[src/rtl/morse_letter_tx.sv]
// Morse transmitter core: plays one letter A-H on Led using a unit-time divider.
// state | meaning
// IDLE  | waiting for Start; latches letter code on accept
// ON    | mark in progress (Led high) for the current symbol
// GAP   | one-unit space between symbols
// DONE  | one-cycle completion pulse after the last mark
module morse_letter_tx #(
  parameter int TICK_DIV = 25000000
) (
  input  logic       Clock,
  input  logic       Reset,
  input  logic       Start,
  input  logic [2:0] Letter,
  output logic       Led,
  output logic       Busy,
  output logic       Done
);

  localparam int DW = $clog2(TICK_DIV);
  localparam logic [DW-1:0] DIV_LAST = DW'(TICK_DIV - 1);

  typedef enum logic [1:0] {
    S_IDLE = 2'd0,
    S_ON   = 2'd1,
    S_GAP  = 2'd2,
    S_DONE = 2'd3
  } state_t;

  state_t state, state_next;

  logic [DW-1:0] div_cnt;
  logic [1:0]    unit;
  logic [3:0]    pattern;
  logic [2:0]    length;
  logic          tick;
  logic          accept;
  logic [3:0]    sel_pat;
  logic [2:0]    sel_len;

  assign tick   = (div_cnt == DIV_LAST);
  assign accept = (state == S_IDLE) && Start;

  // Pattern is MSB-first, 1 = dash; unused low bits are zero.
  always_comb begin
    sel_pat = 4'b0000;
    sel_len = 3'd1;
    case (Letter)
      3'd0: begin sel_pat = 4'b0100; sel_len = 3'd2; end
      3'd1: begin sel_pat = 4'b1000; sel_len = 3'd4; end
      3'd2: begin sel_pat = 4'b1010; sel_len = 3'd4; end
      3'd3: begin sel_pat = 4'b1000; sel_len = 3'd3; end
      3'd4: begin sel_pat = 4'b0000; sel_len = 3'd1; end
      3'd5: begin sel_pat = 4'b0010; sel_len = 3'd4; end
      3'd6: begin sel_pat = 4'b1100; sel_len = 3'd3; end
      default: begin sel_pat = 4'b0000; sel_len = 3'd4; end
    endcase
  end

  always_comb begin
    state_next = state;
    Led        = 1'b0;
    Busy       = 1'b0;
    Done       = 1'b0;
    case (state)
      S_IDLE: if (Start) state_next = S_ON;
      S_ON: begin
        Led  = 1'b1;
        Busy = 1'b1;
        if (tick && unit == 2'd1) state_next = (length > 3'd1) ? S_GAP : S_DONE;
      end
      S_GAP: begin
        Busy = 1'b1;
        if (tick) state_next = S_ON;
      end
      S_DONE: begin
        Done       = 1'b1;
        state_next = S_IDLE;
      end
      default: state_next = S_IDLE;
    endcase
  end

  always_ff @(posedge Clock) begin
    if (Reset) begin
      state   <= S_IDLE;
      div_cnt <= '0;
      unit    <= 2'd0;
      pattern <= 4'b0000;
      length  <= 3'd0;
    end else begin
      state <= state_next;

      if (accept)
        div_cnt <= '0;
      else if (Busy)
        div_cnt <= tick ? '0 : div_cnt + 1'b1;

      case (state)
        S_IDLE: if (Start) begin
          pattern <= sel_pat;
          length  <= sel_len;
          unit    <= sel_pat[3] ? 2'd3 : 2'd1;
        end
        S_ON: if (tick) begin
          if (unit > 2'd1)
            unit <= unit - 2'd1;
          else if (length > 3'd1)
            unit <= 2'd1;
        end
        S_GAP: if (tick) begin
          // Next symbol sits in bit 2 before the shift takes effect.
          pattern <= {pattern[2:0], 1'b0};
          length  <= length - 3'd1;
          unit    <= pattern[2] ? 2'd3 : 2'd1;
        end
        default: ;
      endcase
    end
  end

endmodule

[config.mk]
export PLATFORM = sky130hd
export DESIGN_NAME = morse_letter_tx
export DESIGN_NICKNAME = d
export VERILOG_FILES = /design/src/rtl/morse_letter_tx.sv
export SDC_FILE = /design/constraint.sdc
export NUM_CORES = 1
export LEC_CHECK = 0
export ABC_AREA = 1
export CAP_MARGIN = 20
export CORE_AREA = 2 2 71 73
export DETAILED_ROUTE_END_ITERATION = 8
export DIE_AREA = 0 0 73 75
export SLEW_MARGIN = 30
export SYNTH_ARGS = -nofsm -noshare
export SYNTH_HDL_FRONTEND = slang
export SYNTH_SLANG_ARGS = --single-unit
[constraint.sdc]
create_clock -name Clock -period 1.7 [get_ports Clock]
set_clock_uncertainty 0.05 [all_clocks]
set_input_delay 0.425 -clock Clock [delete_from_list [all_inputs] [get_ports Clock]]
set_output_delay 0.425 -clock Clock [all_outputs]
set_load 0.01 [all_outputs]
==> out/qor.yml <==
grt_start_max_net_pins: 11
ys_async_sr_fraction_pct: 0
r2r_setup_slack_ns: 0.02
routedWlPerCell_um: 11.7
place_hpwl_um: 3670
slew_violations: 0
worst_r2r_startpoint: "state[1]"
p_per_area_nw_per_um2: 1240
ant_nets: 0
grt_pass1_vias: 1879
critPathMaxFanout: 5
synth_mux_area_share_pct: 0
cts-root-buf: "clkbuf_8"
fin_nets: 359
yosys.area_share.simple_pct: 39.8
hold_end: "pattern[2]"
tightestPinTransition_ns: 0.369
violations: "negative setup slack"
r2r_end: "div_cnt[22]"
slew-limit-headroom_pct: 75.2
sw_frac_of_total_pct: 37.3
cts_buffers: 5
critPathLaunchType: "flop"
placed_cells: 385
fmax_ghz: 0.587
final_cells: 401
dr.pass1.iters: 4
hold_viol: 0
antenna_found_initial: 0
drt_wl_total_um: 4700
pwr-share-clk_pct: 19.3
synth.top_cell.area_share_pct: 33.0
worstRegToRegCells: 12
cts.sinks: 34
start_util_pct: 44.2
p_int_w: 0.00202
yosysTopAreaCell: "dfxtp_1"
synth_cells: 304
syn_nets: 317
drive_above_1_share_pct: 24.5
htreeDepth: 2
synthAdderAreaFrac_pct: 4.25
combPwrFrac_pct: 49.5
grt_pass1_wl_um: 8020
synth_area_um2: 2060
synth_compound_area_share_pct: 12.1
drt_iter0_markers: 120
row_count: 25
synth-xor-area-share_pct: 2.13
hold_path_depth: 2
drc: 0
worstSetupPathType: "flop to output pin"
avgSynthCellArea_um2: 6.78
io_pins: 9
synth_flop_cell: "dfxtp_1"
gp_congestion: 0.895
gr-usage-all-layers_pct: 19.0
synthDistinctLibCells: 33
route.vias.total: 2032
layout_setup_ws_ns: -0.00460
arrival_ns: 1.23
ys_ff_latch: 34
synth_top_family_by_area: "simple AND/OR/NAND/NOR gates"
crit_required_ns: 1.22
gr-total-overflow: 0
setup_viol: 1
insertion_delay_ns: 0.28
viasPerCell: 5.07
cap_viol_max_count: 0
yosysWarnings: 0
period_share_pct: 100
hp-start: "pattern[2]"
final_cell_area_um2: 2610
die_h_um: 75
p_seq_share_pct: 31.2
area_growth_pct: 26.4
cts_max_path_buffers: 2
placed_area_um2: 2370
yosysSeqAreaShare_pct: 33.0
synth_common_cells: "63 x nand2_1, 42 x nor2_1, 37 x inv_1, 34 x dfxtp_1"
vdd_drop_max_mv: 0.987
cts.clk_slew.worst_paths_ns: 0.07
die_w_um: 73
startpoint: "state[1]"
synth_area_leaders: "dfxtp_1 33%, nand2_1 11%, nor2_1 7.7%"
hold_path.class: "flop to flop"
yosysMostFrequentCell: "nand2_1"
synth-edff-count: 0
outcome: "complete, but fails checks"
holdBufCountCts: 0
power.switching_w: 0.00120
n_antenna_cell: 0
place.port_buffers: 8
cts_tree: "yes"
dieArea_um2: 5480
end_kind: "output pin"
grt_setup_unrepaired: "true"
period_needed_ns: 1.70
core_area_um2: 4660
leakagePower_nw: 1.05
## area by class of cell
type                            count  area [um2]
Clock buffer                        7        86.3
Tap cell                           54        67.6
Sequential cell                    34         686
Inverter                           42         163
Timing Repair Buffer               38         299
Clock inverter                      1        5.00
Multi-Input combinational cell    225        1300
Fill cell                         446        2060
## critical path: stages (launching register included)
cell             delay (ns)
dfxtp_2                0.35
inv_4                  0.04
ha_4                   0.30
clkdlybuf4s15_1        0.25
## logic make-up after synthesis
family / count (synthesis)
adders and majority gates: 7
xor gates and xnor gates: 5
DFF: 34
buffers and inverters: 45
AOI/OAI and AO/OA: 43
and+or+nand+nor: 170
## cell usage in the layout (no fill, tap or decap), types with 3 or more instances in the layout
cell type	Yosys	final
nand2_4	2	5
ha_1	7	5
nor2_1	42	40
nor3b_1	3	3
clkdlybuf4s50_1	0	5
xor2_1	3	3
nand3_1	22	21
nand2_2	5	5
buf_4	3	29
a21oi_1	22	22
o21a_1	3	3
inv_1	37	34
nor2_4	6	9
nand4_1	4	4
dfxtp_1	34	30
inv_2	4	6
o21ai_0	11	10
clkbuf_8	0	6
nand2_1	63	60
nor2_2	4	3
dfxtp_2	0	4
nor3_1	9	8
## power by group through the flow
stage               sequential, W  combinational (W)  clock, W
floorplan                0.000992           0.000986         0
global placement         0.000996            0.00145         0
detailed placement        0.00100            0.00146         0
CTS                      0.000983            0.00148  0.000632
global route              0.00102            0.00178  0.000672
finish                    0.00101            0.00159  0.000622
## sequential cells by signal (all words and copies together), names as in the netlist
name	cells
div_cnt	25
state	2
unit	2
pattern	2
length	3
## per-layer routing
metal	GRT usage [%]	routed length [um]	share of wire, %
met1	22.2	2010	43
met2	34.6	2440	52
met3	3.61	160	3.4
met4	6.58	87	1.9
met5	0	0	0
## stage by stage
| stage | total power, W | setup WS, ns | hold WS (ns) | util (%) | setup TNS [ns] |
|---|---|---|---|---|---|
| after global routing | 0.00347 | -0.111 | 0.443 | 55.9 | -0.504 |
| after floorplan | 0.00198 | 0.0221 | 0.383 | - | 0 |
| final | 0.00322 | -0.00460 | 0.419 | 55.9 | -0.00460 |
| after global placement | 0.00245 | -0.0357 | 0.400 | 50.8 | -0.0671 |
| after CTS | 0.00309 | 0.000899 | 0.418 | 53.3 | 0 |
| after detailed placement | 0.00246 | -0.0393 | 0.406 | 50.8 | -0.199 |
## timing repair
item                       in CTS  in global routing
resized for setup               8                 26
setup endpoints to repair       7                 33
setup buffers                   2                  6
pin swaps                       2                  6
## worst max path at each step
stage,to,slack [ns],cells past startpoint
after floorplan,div_cnt[22],0.02,12
after global placement,div_cnt[22],-0.04,12
after detailed placement,div_cnt[16],-0.04,8
after CTS,div_cnt[22],0.0009,12
after global routing,div_cnt[20],-0.11,12
final,Busy,-0.005,3
Power figures use the tool's default switching activity.
